===== src/rtl/mem_access_unit_pkg.sv =====
// Shared opcodes, funct3 codes, memctl encodings and decode helpers for the
// registered memory-access stage.
package mem_access_unit_pkg;

  localparam logic [6:0] OP_LOAD = 7'b0000011;
  localparam logic [6:0] OP_SAVE = 7'b0100011;
  localparam logic [6:0] OP_ADDI = 7'b0010011;

  localparam logic [2:0] F3_LB  = 3'd0;
  localparam logic [2:0] F3_LH  = 3'd1;
  localparam logic [2:0] F3_LW  = 3'd2;
  localparam logic [2:0] F3_LBU = 3'd4;
  localparam logic [2:0] F3_LHU = 3'd5;
  localparam logic [2:0] F3_SB  = 3'd0;
  localparam logic [2:0] F3_SH  = 3'd1;
  localparam logic [2:0] F3_SW  = 3'd2;

  localparam logic [1:0] MEM_NOP  = 2'b00;
  localparam logic [1:0] MEM_LOAD = 2'b01;
  localparam logic [1:0] MEM_SAVE = 2'b10;

  localparam logic [1:0] MEM_BYTE = 2'b00;
  localparam logic [1:0] MEM_HALF = 2'b01;
  localparam logic [1:0] MEM_WORD = 2'b10;

  localparam logic [2:0] STALL_MEM = 3'b001;
  localparam logic [31:0] ZeroWord = 32'h0000_0000;

  typedef enum logic {ST_IDLE, ST_BUSY} state_t;

  // Undefined funct3 encodings are reported the same way as misalignment.
  function automatic logic op_bad(input logic is_store, input logic [2:0] f3,
                                  input logic [1:0] addr_lo, input logic check);
    logic bad_f3;
    logic mis;
    if (is_store) bad_f3 = (f3 > F3_SW);
    else bad_f3 = !(f3 == F3_LB || f3 == F3_LH || f3 == F3_LW || f3 == F3_LBU || f3 == F3_LHU);
    case (f3[1:0])
      2'd1:    mis = addr_lo[0];
      2'd2:    mis = (addr_lo != 2'b00);
      default: mis = 1'b0;
    endcase
    return bad_f3 || (check && mis);
  endfunction

  function automatic logic [1:0] mem_len(input logic [2:0] f3);
    case (f3[1:0])
      2'd1:    return MEM_HALF;
      2'd2:    return MEM_WORD;
      default: return MEM_BYTE;
    endcase
  endfunction

endpackage


===== src/rtl/mem_access_unit_load_ext.sv =====
// Load data extension: raw LSB-justified memctl data to the architectural
// register value, selected by the load funct3.
module mem_load_ext
  import mem_access_unit_pkg::*;
#(
  parameter int XLEN = 32
) (
  input  logic [2:0]      funct3,
  input  logic [XLEN-1:0] raw,
  output logic [XLEN-1:0] ext
);

  always_comb begin
    ext = raw;
    case (funct3)
      F3_LB:   ext = {{(XLEN-8){raw[7]}}, raw[7:0]};
      F3_LH:   ext = {{(XLEN-16){raw[15]}}, raw[15:0]};
      F3_LBU:  ext = {{(XLEN-8){1'b0}}, raw[7:0]};
      F3_LHU:  ext = {{(XLEN-16){1'b0}}, raw[15:0]};
      default: ext = raw;
    endcase
  end

endmodule


===== src/rtl/mem_access_unit.sv =====
// Registered, handshaked MEM stage between EX/MEM and MEM/WB: holds a memctl
// request until memctl_fin, extends loads, checks alignment, forwards results.
module mem_access_unit
  import mem_access_unit_pkg::*;
#(
  parameter int XLEN        = 32,
  parameter int REG_AW      = 5,
  parameter bit CHECK_ALIGN = 1'b1,
  parameter bit EARLY_FWD   = 1'b1
) (
  input  logic              clk_in,
  input  logic              rst_in,
  input  logic              rdy_in,
  input  logic              in_valid,
  input  logic              forward,
  input  logic [REG_AW-1:0] rd_addr,
  input  logic [XLEN-1:0]   rd_val,
  input  logic [6:0]        ins_type,
  input  logic [2:0]        ins_details,
  input  logic [XLEN-1:0]   mem_addr,
  input  logic [XLEN-1:0]   mem_val,
  output logic [1:0]        memctl_op,
  output logic [1:0]        memctl_len,
  output logic [XLEN-1:0]   memctl_addr,
  output logic [XLEN-1:0]   memctl_data,
  input  logic              memctl_fin,
  input  logic [XLEN-1:0]   memctl_out,
  output logic [2:0]        stall,
  output logic              out_valid,
  output logic [REG_AW-1:0] output_rd_addr,
  output logic [XLEN-1:0]   output_rd_val,
  output logic [6:0]        output_ins_type,
  output logic              exc_misaligned,
  output logic              output_forward,
  output logic [REG_AW-1:0] forward_rd_addr,
  output logic [XLEN-1:0]   forward_rd_val
);

  state_t            state, state_next;
  logic [REG_AW-1:0] pend_rd;
  logic [2:0]        pend_f3;
  logic              pend_load;
  logic [6:0]        pend_type;
  logic              hold_valid;
  logic [REG_AW-1:0] hold_rd;
  logic [XLEN-1:0]   hold_val;
  logic [6:0]        hold_type;
  logic              hold_exc;
  logic              is_load, is_store, bad, fin_now, accept, issue, acc_retire;
  logic [REG_AW-1:0] acc_rd;
  logic [XLEN-1:0]   acc_val;
  logic [XLEN-1:0]   ext_val;

  mem_load_ext #(.XLEN(XLEN)) u_load_ext (
    .funct3(pend_f3),
    .raw   (memctl_out),
    .ext   (ext_val)
  );

  always_comb begin
    is_load    = (ins_type == OP_LOAD);
    is_store   = (ins_type == OP_SAVE);
    bad        = (is_load || is_store) && op_bad(is_store, ins_details, mem_addr[1:0], CHECK_ALIGN);
    fin_now    = (state == ST_BUSY) && memctl_fin;
    accept     = in_valid && rdy_in && ((state == ST_IDLE) || fin_now);
    issue      = accept && (is_load || is_store) && !bad;
    acc_retire = accept && !issue;
    acc_rd     = (bad || !forward) ? '0 : rd_addr;
    acc_val    = bad ? '0 : rd_val;
    state_next = state;
    if (fin_now) state_next = ST_IDLE;
    if (issue)   state_next = ST_BUSY;
  end

  // A non-memory op accepted on a completion edge cannot share the output regs
  // with the completing load/store, so it waits one cycle in the hold slot.
  always_ff @(posedge clk_in) begin
    if (!rst_in) begin
      state           <= ST_IDLE;
      memctl_op       <= MEM_NOP;
      memctl_len      <= MEM_BYTE;
      memctl_addr     <= '0;
      memctl_data     <= '0;
      pend_rd         <= '0;
      pend_f3         <= '0;
      pend_load       <= 1'b0;
      pend_type       <= OP_ADDI;
      hold_valid      <= 1'b0;
      hold_rd         <= '0;
      hold_val        <= '0;
      hold_type       <= OP_ADDI;
      hold_exc        <= 1'b0;
      out_valid       <= 1'b0;
      output_rd_addr  <= '0;
      output_rd_val   <= '0;
      output_ins_type <= OP_ADDI;
      exc_misaligned  <= 1'b0;
    end else if (rdy_in) begin
      state <= state_next;
      if (issue) begin
        memctl_op   <= is_store ? MEM_SAVE : MEM_LOAD;
        memctl_len  <= mem_len(ins_details);
        memctl_addr <= mem_addr;
        memctl_data <= mem_val;
        pend_rd     <= rd_addr;
        pend_f3     <= ins_details;
        pend_load   <= is_load;
        pend_type   <= ins_type;
      end else if (fin_now) begin
        memctl_op   <= MEM_NOP;
        memctl_len  <= MEM_BYTE;
        memctl_addr <= '0;
        memctl_data <= '0;
      end
      out_valid <= fin_now || hold_valid || acc_retire;
      if (fin_now) begin
        output_rd_addr  <= pend_load ? pend_rd : '0;
        output_rd_val   <= pend_load ? ext_val : '0;
        output_ins_type <= pend_type;
        exc_misaligned  <= 1'b0;
      end else if (hold_valid) begin
        output_rd_addr  <= hold_rd;
        output_rd_val   <= hold_val;
        output_ins_type <= hold_type;
        exc_misaligned  <= hold_exc;
      end else if (acc_retire) begin
        output_rd_addr  <= acc_rd;
        output_rd_val   <= acc_val;
        output_ins_type <= ins_type;
        exc_misaligned  <= bad;
      end else begin
        exc_misaligned  <= 1'b0;
      end
      if ((fin_now || hold_valid) && acc_retire) begin
        hold_valid <= 1'b1;
        hold_rd    <= acc_rd;
        hold_val   <= acc_val;
        hold_type  <= ins_type;
        hold_exc   <= bad;
      end else begin
        hold_valid <= 1'b0;
      end
    end
  end

  always_comb begin
    output_forward  = 1'b0;
    forward_rd_addr = '0;
    forward_rd_val  = '0;
    if (EARLY_FWD && rdy_in && fin_now && pend_load && (pend_rd != '0)) begin
      output_forward  = 1'b1;
      forward_rd_addr = pend_rd;
      forward_rd_val  = ext_val;
    end else if (out_valid && (output_rd_addr != '0)) begin
      output_forward  = 1'b1;
      forward_rd_addr = output_rd_addr;
      forward_rd_val  = output_rd_val;
    end
  end

  assign stall = ((state == ST_BUSY) && !memctl_fin) ? STALL_MEM : 3'b000;

endmodule


===== config.mk =====
export PLATFORM = sky130hd
export DESIGN_NAME = mem_access_unit
export DESIGN_NICKNAME = d
export VERILOG_FILES = /design/src/rtl/mem_access_unit_pkg.sv /design/src/rtl/mem_access_unit_load_ext.sv /design/src/rtl/mem_access_unit.sv
export SDC_FILE = /design/constraint.sdc
export NUM_CORES = 1
export LEC_CHECK = 0
export ABC_AREA = 1
export CAP_MARGIN = 20
export CORE_AREA = 2 2 116 118
export DETAILED_ROUTE_END_ITERATION = 12
export DIE_AREA = 0 0 118 120
export DONT_BUFFER_PORTS = 1
export PLACE_DENSITY = 0.82
export SETUP_SLACK_MARGIN = 0.15
export SYNTH_ARGS = -nofsm -noshare
export SYNTH_HDL_FRONTEND = slang
export SYNTH_HIERARCHICAL = 1
export SYNTH_SLANG_ARGS = --single-unit

===== constraint.sdc =====
create_clock -name clk_in -period 2.9 [get_ports clk_in]
set_input_delay 0.145 -clock clk_in [delete_from_list [all_inputs] [get_ports clk_in]]
set_output_delay 0.145 -clock clk_in [all_outputs]
set_load 0.01 [all_outputs]

==> summary.txt <==
Die
  • Chip Width: between 100 and 150 um
  • Initial Utilization: 0.6569
  • Die Y: ~120 um
  • Total die area: roughly 14,000 sq um
  • Ports: slightly above 300
  • Core area: about 13,000 sq um
  • # rows: 42

Critical path
  • Critical path buffers and inverters: 4
  • CP Depth: 14
  • Setup crit start kind: input pin
  • Arrival time worst endpoint: 2950 ps
  • Critical-path cell list: dlygate4sd3_1, inv_1, ha_1, inv_1, o211ai_1, nand2_1, nand2_1, nand2_1, nand2_2, nand3_1, dlygate4sd3_1, nand2_1, nand2_1, a21oi_1
  • Kind of critical path: input pin to flip-flop
  • CP Capture Type: flip-flop
  • Slowest CP cell: dlygate4sd3_1
  • Crit path largest cell delay: roughly 600 ps
  • Slack of the worst reg-to-reg path: about 720 ps
  • Crit path top cell by count: nand2_1
  • WP data required: roughly 3300 ps
  • Top Family by Delay on Critical Path: buffers and inverters
  • Critical-path maximum fanout: 13
  • R2R cell count: 10

Clock network
  • CTS tree: yes
  • CTS HTree Levels: 4
  • Worst-Skew Late Latency: 430 ps
  • Clock transition at path regs: 70 ps
  • Max clock buf depth: 2
  • TritonCTS Buffers: 17
  • Number of clock sinks: 177
  • Root Buffer: clkbuf_16

STA
  • Skew final: approximately 7.2 ps
  • Worst-Margin Slew: 779.7 ps
  • Hold Fails Final Rpt: 0
  • Slew headroom: 0.4795
  • RSZ-0062 raised after global routing: yes
  • Clock period minus worst slack: 2582 ps
  • Max-slew violations: 0
  • Post-route setup TNS: 0 ps
  • # setup viols final: 0
  • Fmax: around 390 MHz
  • Tcrit/Tclk final: 0.8905

Final layout
  • Synth-to-layout area growth: 21.76%
  • Final instance area: slightly above 10,000 sq um
  • Footprint of the multi-input gates: between 3000 and 4000 sq um
  • Sequential cell area: between 3000 and 4000 sq um
  • Share of cells above drive strength 1: 0.07807
  • Fin nets: roughly 1.5k
  • # fillers: about 820

Yosys
  • Post-synthesis adder-cell area fraction: 0.005869
  • Largest family of logic cells by synthesized area: simple AND/OR/NAND/NOR gates
  • Async SR Flop Fraction: 0
  • Multiplexer area fraction after synthesis: 0
  • Seq cells post-synth: 177
  • Synthesized area per cell: about 6.8 sq um
  • Yosys warning total: 6
  • EDFF count, synth: 0
  • Simple-gate portion of the synthesized area: 0.2697
  • Synth top area cells: dfxtp_1 42%, nand2_1 14%, a21oi_1 9.6%
  • Synth top cells by count: 328 x nand2_1, 177 x dfxtp_1, 164 x a21oi_1
  • Main synth FF type: dfxtp_1
  • Top cell type's share of synthesized area: 0.4156
  • Cell Area, Synth: about 8500 sq um
  • Cell taking the most area after synthesis: dfxtp_1
  • Compound-Gate Fraction of Synth Area: 0.1871
  • Post-Syn Instances: 1,248
  • Post-synthesis xor/xnor area fraction: 0
  • Top-count cell post-synth: nand2_1
  • Seq/Total Area, Yosys: 0.4156
  • Post-synth cell types: 32

Drt
  • # DRC: 0
  • Final wirelength: between 20 and 30 mm
  • Drt wl/cell: ~18 um
  • Detail Route Antenna Nets: 0
  • First DRT Iteration DRCs: 899
  • Drt pass-1 iters: 8
  • Post-DR vias/cell: approximately 6.0
  • Routed via count: 9,062

Status
  • Status: completed

Pwr
  • Sw power: 1299 uW
  • Switching share of power: 0.2384
  • P_leak: ~0.0042 uW
  • Sequential share of power: 0.465
  • Peak VDD IR: 0.0004263 V
  • Int Pwr: between 4000 and 5000 uW
  • Pwr/cell area: between 500 and 600 nW/um^2
  • Clock power frac: 0.457
  • Combinational power share: 0.079

Global routing
  • Total global routing overflow: 0
  • GRT Util Overall: 0.3740
  • Vias in the first global route: about 8.6k
  • Largest net degree at the start of global routing: between 70 and 80
  • Initial antenna violation count: 1
  • First-pass GRT wire length: between 40 and 50 mm

Place
  • Routability Congestion: ~0.85
  • Cell Area, Placed: 8484 sq um
  • Port bufs: 0
  • Dpl hpwl: 15.39 mm

Min path
  • Hold Crit Depth: 4
  • Worst hold path type: input pin to flip-flop

Flow run
  • Max cap viols: 0
[path summary, 6_finish.rpt]
| check | start | end |
|---|---|---|
| worst min-delay path | ins_type[0] | output_ins_type[0] |
| worst min register to register | pend_type[4] | pend_type[4] |
| worst max-delay path | ins_details[0] | output_rd_addr[0] |
| worst max register to register | state | output_rd_val[21] |
[metrics by stage]
stage / utilization / hold WS [ps] / worst slack [ps] / std cells / power (uW)
floorplan: - / 258.2 / 1367 / 1249 / 2804
global placement: 0.6537 / 228.5 / 590.8 / 1368 / 2837
detailed placement: 0.6537 / 237.3 / 513.5 / 1368 / 2840
CTS: 0.7960 / 4.847 / 324.6 / 1519 / 5434
global route: 0.7999 / 34.64 / 144.7 / 1522 / 5592
finish: 0.7999 / 20.01 / 317.6 / 1522 / 5451
[tightest hold or removal path, delay by kind of cell]
kind | cells | cell delay [ps]
AO/OA/AOI/OAI | 1 | 100
AND/OR/NAND/NOR | 3 | 160
[what timing repair did]
item / CTS / global route
setup buffers: 0 / 0
hold buffers: 119 / 0
setup endpoints to repair: 0 / 37
resized for setup: 0 / 3
hold endpoints to repair: 169 / 0
[layout make-up]
type,count,area share
multi-input cells,864,0.3844
clock inverters,13,0.01892
well taps,176,0.02121
inverters,108,0.03989
clock buffers,19,0.04266
repair buffers,164,0.1514
diodes,1,0.0002410
flip-flops and latches,177,0.3413
[metal layers]
layer  vias up  GRT usage  wire length [um]
met5         -          0                 0
met4         0     0.2018              1333
met3       117    0.07937              2560
met2       620     0.6588             13440
met1      4130     0.4243             10080
li1       4195          -                 -
[power by group through the flow]
stage / registers [uW] / clock network (uW) / logic [uW]
3_5_place_dp: 2590 / 0 / 254
2_1_floorplan: 2570 / 0 / 232
5_1_grt: 2530 / 2590 / 466
3_3_place_gp: 2590 / 0 / 251
6_report: 2530 / 2490 / 428
4_1_cts: 2530 / 2500 / 406
[cell families after synthesis]
| kind of cell | count (synthesis) |
|---|---|
| AOI/OAI and AO/OA | 305 |
| adders and majority gates | 4 |
| buffers and inverters | 209 |
| DFF | 177 |
| other | 1 |
| and+or+nand+nor | 552 |
[placed cells by master, fill, tap and decap left out, drive strengths merged, types with 19 or more instances in the layout]
master / instances
o21ai: 95
clkbuf: 19
dfxtp: 177
dlygate4sd3: 118
nand2: 333
nor2: 127
a21oi: 164
nand3: 86
a31oi: 37
inv: 112
buf: 46
[flip-flops by register name, indices dropped and copies added, names as in the netlist, 2 cells and up]
name,count
hold_val,32
pend_rd,5
hold_type,7
pend_f3,3
memctl_len,2
hold_rd,5
memctl_op,2
pend_type,7
output_rd_val,32
memctl_addr,32
output_rd_addr,5
output_ins_type,7
memctl_data,32
Note: power is estimated with default switching activity, not from simulation.
